--- src/rtl/crop_pkg.sv ---
// crop_pkg: shared defaults, widths, max-origin constants and FSM state type for crop_ctrl.
package crop_pkg;
  localparam int PIXEL_BIT_WIDTH_D = 10;
  localparam int IN_ROWS_D = 20;
  localparam int IN_COLS_D = 20;
  localparam int OUT_ROWS_D = 10;
  localparam int OUT_COLS_D = 10;
  localparam int COL_W = $clog2(IN_COLS_D);
  localparam int ROW_W = $clog2(IN_ROWS_D);
  localparam int MAX_X0 = IN_COLS_D - OUT_COLS_D;
  localparam int MAX_Y0 = IN_ROWS_D - OUT_ROWS_D;
  typedef enum logic [2:0] {IDLE, START, RUN, DRAIN, DONE} state_t;
endpackage

--- src/rtl/crop_if.sv ---
// crop_if: host control and crop-origin configuration handshake of crop_ctrl.
interface crop_if #(parameter int COL_W = crop_pkg::COL_W, parameter int ROW_W = crop_pkg::ROW_W);
  logic ap_start;
  logic ap_ready;
  logic ap_done;
  logic cfg_wr;
  logic [COL_W-1:0] cfg_x0;
  logic [ROW_W-1:0] cfg_y0;
  logic cfg_err;
  modport master(output ap_start, cfg_wr, cfg_x0, cfg_y0, input ap_ready, ap_done, cfg_err);
  modport slave(input ap_start, cfg_wr, cfg_x0, cfg_y0, output ap_ready, ap_done, cfg_err);
endinterface

--- src/rtl/pixel_coord_counter.sv ---
// pixel_coord_counter: column/row position of the current stream beat, with last-beat pulse.
module pixel_coord_counter #(
  parameter int IN_COLS = 20,
  parameter int IN_ROWS = 20,
  localparam int CW = $clog2(IN_COLS),
  localparam int RW = $clog2(IN_ROWS)
)(
  input  logic          clk,
  input  logic          rst_n,
  input  logic          beat,
  output logic [CW-1:0] cnt_col,
  output logic [RW-1:0] cnt_row,
  output logic          frame_end
);
  logic [CW-1:0] col_q, col_d;
  logic [RW-1:0] row_q, row_d;
  logic last_col, last_row;
  always_comb begin
    last_col = col_q == CW'(IN_COLS - 1);
    last_row = row_q == RW'(IN_ROWS - 1);
    col_d = beat ? (last_col ? '0 : col_q + 1'b1) : col_q;
    row_d = (beat && last_col) ? (last_row ? '0 : row_q + 1'b1) : row_q;
    frame_end = beat && last_col && last_row;
  end
  always_ff @(posedge clk or negedge rst_n)
    if (!rst_n) begin
      col_q <= '0;
      row_q <= '0;
    end else begin
      col_q <= col_d;
      row_q <= row_d;
    end
  assign cnt_col = col_q;
  assign cnt_row = row_q;
endmodule

--- src/rtl/crop_ctrl.sv ---
// crop_ctrl: frame sequencer for a crop filter; latches a validated crop origin per frame and tracks beat position.
module crop_ctrl import crop_pkg::*; #(
  parameter int PIXEL_BIT_WIDTH = PIXEL_BIT_WIDTH_D,
  parameter int IN_ROWS = IN_ROWS_D,
  parameter int IN_COLS = IN_COLS_D,
  parameter int OUT_ROWS = OUT_ROWS_D,
  parameter int OUT_COLS = OUT_COLS_D,
  localparam int CW = $clog2(IN_COLS),
  localparam int RW = $clog2(IN_ROWS)
)(
  input  logic          clk,
  input  logic          s_axis_resetn,
  crop_if.slave         host,
  output logic          cf_ap_start,
  output logic [CW-1:0] crop_x0,
  output logic [RW-1:0] crop_y0,
  input  logic          nr_ap_ready,
  input  logic          max_value_tvalid,
  input  logic          s_axis_tvalid,
  input  logic          s_axis_tready,
  output logic          stream_en,
  output logic [CW-1:0] cnt_col,
  output logic [RW-1:0] cnt_row,
  output logic          frame_end
);
  localparam logic [CW:0] MAX_X = (CW+1)'(IN_COLS - OUT_COLS);
  localparam logic [RW:0] MAX_Y = (RW+1)'(IN_ROWS - OUT_ROWS);
  if (PIXEL_BIT_WIDTH < 1 || OUT_COLS > IN_COLS || OUT_ROWS > IN_ROWS) begin : g_bad_params
    $error("crop_ctrl: crop window does not fit the input frame");
  end
  state_t state_q, state_d;
  logic [CW-1:0] sx_q, sx_d, cx_q, cx_d;
  logic [RW-1:0] sy_q, sy_d, cy_q, cy_d;
  logic cf_start_q, cf_start_d, stream_en_q, stream_en_d, done_q, done_d, err_q, err_d;
  logic beat, cfg_ok;
  assign beat = s_axis_tvalid && s_axis_tready && stream_en_q;
  pixel_coord_counter #(.IN_COLS(IN_COLS), .IN_ROWS(IN_ROWS)) u_cnt (
    .clk(clk), .rst_n(s_axis_resetn), .beat(beat),
    .cnt_col(cnt_col), .cnt_row(cnt_row), .frame_end(frame_end)
  );
  // Active origin copies the shadow before this cycle's write lands, so a same-cycle cfg_wr waits a frame.
  always_comb begin
    state_d = state_q;
    cx_d = cx_q;
    cy_d = cy_q;
    case (state_q)
      IDLE: if (host.ap_start && nr_ap_ready) begin
        state_d = START;
        cx_d = sx_q;
        cy_d = sy_q;
      end
      START: state_d = RUN;
      RUN: state_d = frame_end ? DRAIN : RUN;
      DRAIN: state_d = max_value_tvalid ? DONE : DRAIN;
      default: state_d = IDLE;
    endcase
    cfg_ok = ({1'b0, host.cfg_x0} <= MAX_X) && ({1'b0, host.cfg_y0} <= MAX_Y);
    sx_d = (host.cfg_wr && cfg_ok) ? host.cfg_x0 : sx_q;
    sy_d = (host.cfg_wr && cfg_ok) ? host.cfg_y0 : sy_q;
    err_d = host.cfg_wr && !cfg_ok;
    cf_start_d = state_d == START;
    stream_en_d = state_d == RUN;
    done_d = state_d == DONE;
  end
  always_ff @(posedge clk or negedge s_axis_resetn)
    if (!s_axis_resetn) begin
      state_q <= IDLE;
      sx_q <= '0;
      sy_q <= '0;
      cx_q <= '0;
      cy_q <= '0;
      cf_start_q <= 1'b0;
      stream_en_q <= 1'b0;
      done_q <= 1'b0;
      err_q <= 1'b0;
    end else begin
      state_q <= state_d;
      sx_q <= sx_d;
      sy_q <= sy_d;
      cx_q <= cx_d;
      cy_q <= cy_d;
      cf_start_q <= cf_start_d;
      stream_en_q <= stream_en_d;
      done_q <= done_d;
      err_q <= err_d;
    end
  assign host.ap_ready = (state_q == IDLE) && nr_ap_ready;
  assign host.ap_done = done_q;
  assign host.cfg_err = err_q;
  assign cf_ap_start = cf_start_q;
  assign stream_en = stream_en_q;
  assign crop_x0 = cx_q;
  assign crop_y0 = cy_q;
endmodule

--- src/flat_wrapper.sv ---
// flat-port wrapper written by rule: the top's interface ports become plain ports
module crop_ctrl_flat import crop_pkg::*;
#(
  parameter int PIXEL_BIT_WIDTH = PIXEL_BIT_WIDTH_D,
  parameter int IN_ROWS = IN_ROWS_D,
  parameter int IN_COLS = IN_COLS_D,
  parameter int OUT_ROWS = OUT_ROWS_D,
  parameter int OUT_COLS = OUT_COLS_D,
  localparam int CW = $clog2(IN_COLS),
  localparam int RW = $clog2(IN_ROWS)
)
  (clk, s_axis_resetn, cf_ap_start, crop_x0, crop_y0, nr_ap_ready, max_value_tvalid, s_axis_tvalid, s_axis_tready, stream_en, cnt_col, cnt_row, frame_end, host_ap_start, host_cfg_wr, host_cfg_x0, host_cfg_y0, host_ap_ready, host_ap_done, host_cfg_err);
  crop_if #(.COL_W(5), .ROW_W(5)) host_i ();
  input  logic clk;
  input  logic s_axis_resetn;
  output logic cf_ap_start;
  output logic [CW-1:0] crop_x0;
  output logic [RW-1:0] crop_y0;
  input  logic nr_ap_ready;
  input  logic max_value_tvalid;
  input  logic s_axis_tvalid;
  input  logic s_axis_tready;
  output logic stream_en;
  output logic [CW-1:0] cnt_col;
  output logic [RW-1:0] cnt_row;
  output logic frame_end;
  input wire logic [$bits(host_i.ap_start)-1:0] host_ap_start;
  input wire logic [$bits(host_i.cfg_wr)-1:0] host_cfg_wr;
  input wire logic [$bits(host_i.cfg_x0)-1:0] host_cfg_x0;
  input wire logic [$bits(host_i.cfg_y0)-1:0] host_cfg_y0;
  output wire logic [$bits(host_i.ap_ready)-1:0] host_ap_ready;
  output wire logic [$bits(host_i.ap_done)-1:0] host_ap_done;
  output wire logic [$bits(host_i.cfg_err)-1:0] host_cfg_err;
  assign host_i.ap_start = host_ap_start;
  assign host_i.cfg_wr = host_cfg_wr;
  assign host_i.cfg_x0 = host_cfg_x0;
  assign host_i.cfg_y0 = host_cfg_y0;
  assign host_ap_ready = host_i.ap_ready;
  assign host_ap_done = host_i.ap_done;
  assign host_cfg_err = host_i.cfg_err;
  crop_ctrl #(.PIXEL_BIT_WIDTH(PIXEL_BIT_WIDTH), .IN_ROWS(IN_ROWS), .IN_COLS(IN_COLS), .OUT_ROWS(OUT_ROWS), .OUT_COLS(OUT_COLS)) u_core (.clk(clk), .s_axis_resetn(s_axis_resetn), .host(host_i), .cf_ap_start(cf_ap_start), .crop_x0(crop_x0), .crop_y0(crop_y0), .nr_ap_ready(nr_ap_ready), .max_value_tvalid(max_value_tvalid), .s_axis_tvalid(s_axis_tvalid), .s_axis_tready(s_axis_tready), .stream_en(stream_en), .cnt_col(cnt_col), .cnt_row(cnt_row), .frame_end(frame_end));
endmodule
--- config.mk ---
export PLATFORM = sky130hd
export DESIGN_NAME = crop_ctrl_flat
export DESIGN_NICKNAME = d
export VERILOG_FILES = /design/src/rtl/crop_pkg.sv /design/src/rtl/crop_if.sv /design/src/rtl/pixel_coord_counter.sv /design/src/rtl/crop_ctrl.sv /design/src/flat_wrapper.sv
export SDC_FILE = /design/constraint.sdc
export NUM_CORES = 1
export LEC_CHECK = 0
export CORE_UTILIZATION = 50
export CTS_BUF_LIST = sky130_fd_sc_hd__clkbuf_8
export CTS_CLUSTER_SIZE = 30
export DETAILED_ROUTE_END_ITERATION = 10
export GPL_TIMING_DRIVEN = 1
export PLACE_DENSITY = 0.81
export REMOVE_ABC_BUFFERS = 1
export SETUP_SLACK_MARGIN = 0.05
export SYNTH_ARGS = -nofsm -noshare
export SYNTH_HDL_FRONTEND = slang
export SYNTH_SLANG_ARGS = --single-unit
--- constraint.sdc ---
create_clock -name clk -period 2.2 [get_ports clk]
set_clock_uncertainty 0.05 [all_clocks]
set_input_delay 0.22 -clock clk [delete_from_list [all_inputs] [get_ports clk]]
set_output_delay 0.22 -clock clk [all_outputs]
set_load 0.05 [all_outputs]
# Word level (Yosys, flattened, before mapping)
# Index checks and enable logic that the tools add are counted.
[word_totals]
reg_bits = 37
inputBits = 18
output_inout_bits = 26
word_cells = 41
[op_classes]
addsub = 2
n_lt_le_gt_ge = 2
eq_ne = 8
mux = 6
n_reduce_logical = 12
[op_table]
columns = ["op", "count"]
rows = [
  ["$pmux 3 s4", 1],
  ["$add 5x1->5 const B", 2],
  ["$eq 5x5->1 const B", 2],
  ["$le 5x4->1 const B", 2],
  ["$mux 5", 2],
  ["$eq 3x2->1 const B", 3],
  ["$logic_and 1x1->1", 9],
  ["$eq 3x1->1 const B", 2],
  ["$mux 3", 2],
  ["$eq 3x3->1 const B", 1],
  ["$logic_not 3->1", 1],
  ["$reduce_and 2->1", 1],
  ["$logic_not 1->1", 1],
  ["$mux 1", 1],
]

# Logic depth before layout (Yosys ltp)
[logic_depth]
ltp_word = 7
depth_mapped = 6
depth_no_buf = 6

# Hierarchy
# From an unflattened synthesis, not the netlist that was laid out.
[unflattened]
hier_cells = 119
hier_area_um2 = 1625.3
[by_module_without_submodules]
columns = ["mod", "n_inst", "cells_each", "area_per_inst_um2", "seq_area_each_um2"]
rows = [
  ["crop_ctrl", 1, 74, 1112.3, 675.6],
  ["pixel_coord_counter", 1, 45, 513.0, 250.2],
]

# Worst setup path after synthesis
# Ideal clock, no wire load.
[synth_path]
path_type = "register to register"
from = "reg u_core.state_q[2]"
to = "reg u_core.cx_q[0] (netlist: u_core.crop_x0[0])"
setup_ns = 0.125
arrival_ns = 2.160
required_ns = 2.025
slack_ns = -0.135
path_stages_with_launch = 5
path_buffers = 1
period_less_slack_ns = 2.335
path_cell_list = "dfrtp_1 nor4b_2 nand2_1 buf_6 mux2_4"
[synth_between]
elab_chain_cells = 2
[synth_rtl]
columns = ["item", "line", "text"]
rows = [
  ["from (decl)", "crop_ctrl.sv:31", "state_t state_q, state_d;"],
  ["from (signal assigned)", "crop_ctrl.sv:77", "state_q <= state_d;"],
  ["$logic_not 3->1", "crop_ctrl.sv:46", "case (state_q)"],
  ["$reduce_and 2->1 (no source line)", "-", ""],
  ["to (signal assigned)", "crop_ctrl.sv:70", "cx_q <= '0;"],
  ["to (signal assigned)", "crop_ctrl.sv:80", "cx_q <= cx_d;"],
  ["to (decl)", "crop_ctrl.sv:32", "logic [CW-1:0] sx_q, sx_d, cx_q, cx_d;"],
]
# Every way passes these cells.
# A chain may end at the register's enable or synchronous reset.

# Final worst setup path
[layout_path]
from = "reg u_core.u_cnt.col_q[0] (netlist: u_core.u_cnt.cnt_col[0])"
to = "out frame_end"
[layout_between]
elab_chain_cells = 3
[layout_rtl]
columns = ["item", "line", "text"]
rows = [
  ["from (decl)", "pixel_coord_counter.sv:15", "logic [CW-1:0] col_q, col_d;"],
  ["from (signal assigned)", "pixel_coord_counter.sv:30", "col_q <= col_d;"],
  ["$eq 5x5->1", "pixel_coord_counter.sv:19", "last_col = col_q == CW'(IN_COLS - 1);"],
  ["$logic_and 1x1->1 (2 in a row)", "pixel_coord_counter.sv:23", "frame_end = beat && last_col && last_row;"],
  ["to (decl)", "flat_wrapper.sv:26", "output logic frame_end;"],
]
# Every way passes these cells.

==> metrics <==
register area share after synthesis=0.564; leakage=about 1.1 nW; Critical Path Source Type=flop; most used flip-flop cell after synthesis=dfrtp_1; GRT Util Overall=0.211; # Post-CTS Setup Buffers=0; row count=20; switching share of total power=0.381; Post-Syn Area per Cell=14.0 sq um; Die Y=59.3 microns; Req. time, crit path=1930 ps; final worst slack=234 ps; CP peak stage delay=420 ps; Hold Vio Cnt, Final=0; diode count=0; Initial Utilization=0.533; final setup fails=0; total number of vias=1071; area grow syn2layout=38.7%; first-pass GRT wire length=about 5300 microns; max-capacitance violation count=0; Max VDD drop=between 0.8 and 0.9 mV; Crit path arrival time=1700 ps; Slew @ Worst Pin=roughly 790 ps; post-route insts no fill=214; Tmin final=1970 ps; CTS Sinks=37; Hold Path Class=flop to flop; RSZ-0062 raised after global routing=false; Final Max Tran Viols=0; Buffers & Inverters on Critical Path=2; CP delay by family, top=simple AND/OR/NAND/NOR gates; Clock Pin Slew Worst Setup and Hold Paths=70 ps; CP Class=flop to primary output; TNS Setup=0 ps; Reg power frac=0.350; largest net degree at the start of global routing=38; DRC errors left=0; fraction of registers with async set or reset after synthesis=1.00; status=finished, final reports clean; IO Pins=44; r2r setup slk=roughly 480 ps; combinational power share=0.421; CP Capture Type=primary output; Design Power=2.98 mW; Post-Place Cells=205; PwrDens=1310 nW/um^2; final worst-path cycle share=0.893; initial antenna violation count=0; internal power=1.84 mW; Max clock buf depth=2; final core utilization=0.739; fraction of final layout cells with drive strength greater than 1=0.259; Net count, final=189; CTS tree=built; clock share of power=0.229; Die Wd=59.3 microns; hold_ws=461 ps; core area=3080 sq um; number of global-route vias before repair=1130; placed inst area=2130 sq um; root buffer cell=clkbuf_8; highest-delay cell along the critical path=dfrtp_1; per-cell routed wire length=14.3 microns; H-tree level count=2; Fmax=509 MHz; Clk Latency, worst-skew pair=290 ps; synthesis-stage register bit count=37; gp weighted congestion=around 0.83; CTS Buf Count=5; TritonRoute pass-1 iters=4; Yosys Warn Count=0; CP cell instances=ha_1 > nand4_2 > nor3b_4 > nand2_1 > inv_1 > buf_12; detailed placer's ending HPWL=between 2000 and 2500 microns; drt total wl=3070 microns; switching pwr=1.13 mW; die area=3510 sq um; Post-Place Worst Slack=265 ps; cell count after synthesis=117; Antenna Nets Post-Route=0; Port Buf Inserts=43; post-route cell area=2280 sq um; slew margin rel.=0.472; via/cell ratio=5.00; total global routing overflow=0; DRT iter0 DRCs=13; critical path peak fanout=5; synthesized area=1640 sq um; Post-synth EDFFs=0; Yosys cell types=35
power groups by stage:
stage | combinational, mW | sequential, mW | clock [mW]
after floorplan | 0.372 | 1.51 | 0
after global placement | 1.23 | 1.04 | 0
after detailed placement | 1.26 | 1.05 | 0
after CTS | 1.26 | 1.04 | 0.698
after global routing | 1.32 | 1.07 | 0.721
final | 1.25 | 1.04 | 0.681
synth_stat cells, types with 2 or more instances:
cell,number,area [sq um]
o22ai_1,2,12.5
mux2_2,5,56.3
nand3_1,3,15.0
a21o_1,2,15.0
inv_1,2,7.51
nand2_1,5,18.8
dfrtp_1,37,926
nor2b_1,6,37.5
mux2_4,15,225
and2_2,2,15.0
ha_1,2,25.0
nor3_1,2,10.0
nand2b_1,3,18.8
xor2_1,2,17.5
o21ai_0,2,10.0
nor2_1,7,26.3
a31oi_1,2,12.5
worst reg2reg max path, delay by kind of cell, from the launching register on:
| family | cells | cell delay [ps] |
|---|---|---|
| buffers and inverters | 1 | 180 |
| adders and majority gates | 1 | 180 |
| muxes | 1 | 280 |
| and+or+nand+nor | 3 | 490 |
| DFF | 1 | 420 |
cells by family after synthesis:
kind of cell,synth area share
and+or+nand+nor,0.154
DFF,0.564
muxes,0.172
AOI/OAI and AO/OA,0.0671
xor gates and xnor gates,0.0160
buffers and inverters,0.0114
adders and majority gates,0.0153
timing repair:
| item | in CTS | in global routing |
|---|---|---|
| hold buffers | 1 | 0 |
| setup endpoints to repair | 0 | 0 |
| resized for setup | 0 | 0 |
| hold endpoints to repair | 37 | 0 |
placed cells by master, fill, tap and decap left out, types with 2 or more instances in the layout:
cell and n:
nor2b_1 6, inv_1 2, mux2_4 15, clkbuf_8 5
buf_4 3, o22ai_1 2, mux2_2 5, nand2_1 5
xor2_1 2, bufinv_16 2, clkdlybuf4s50_1 40, nand3_1 3
a21o_1 2, and2_2 2, ha_1 2, a31oi_1 2
dfrtp_1 37, nor3_1 2, nand2b_1 3, nor2_1 7
o21ai_0 2
state kept, by name, summed over array words and instances (netlist names):
name	cells
u_core.crop_x0	5
u_core.crop_y0	5
u_core.sx_q	5
u_core.sy_q	5
u_core.u_cnt.cnt_col	5
u_core.u_cnt.cnt_row	5
u_core.state_q	3
u_core.cf_ap_start	1
u_core.host.ap_done	1
u_core.host.cfg_err	1
u_core.stream_en	1
layout make-up:
cell class / count / area, sq um
sequential: 37 / 926
fill: 214 / 802
multi-input combinational: 77 / 696
timing repair buffer: 46 / 458
clock buffer: 5 / 68.8
clock inverter: 3 / 65.1
tap: 44 / 55.1
inverter: 2 / 7.51
layer usage:
metal,wire length [microns],vias to the layer above,part of all wire,GRT usage
met4,14,0,0.0046,0.0510
li1,-,517,-,-
met5,0,-,0,0
met2,1540,36,0.50,0.345
met1,1360,516,0.44,0.275
met3,153,2,0.050,0.0655
final timing paths:
check	from	endpoint	cells past startpoint
worst min register to register	u_core.crop_y0[1]$_DFFE_PN0P_	u_core.crop_y0[1]$_DFFE_PN0P_	1
worst max-delay path	u_core.u_cnt.cnt_col[0]$_DFFE_PN0P_	frame_end	6
worst min-delay path	u_core.crop_y0[1]$_DFFE_PN0P_	u_core.crop_y0[1]$_DFFE_PN0P_	1
min in group asynchronous	s_axis_resetn	u_core.u_cnt.cnt_col[1]$_DFFE_PN0P_	2
max in group asynchronous	s_axis_resetn	u_core.crop_x0[4]$_DFFE_PN0P_	2
worst max register to register	u_core.u_cnt.cnt_col[0]$_DFFE_PN0P_	u_core.u_cnt.cnt_row[2]$_DFFE_PN0P_	6
Note: power is estimated with default switching activity, not from simulation.
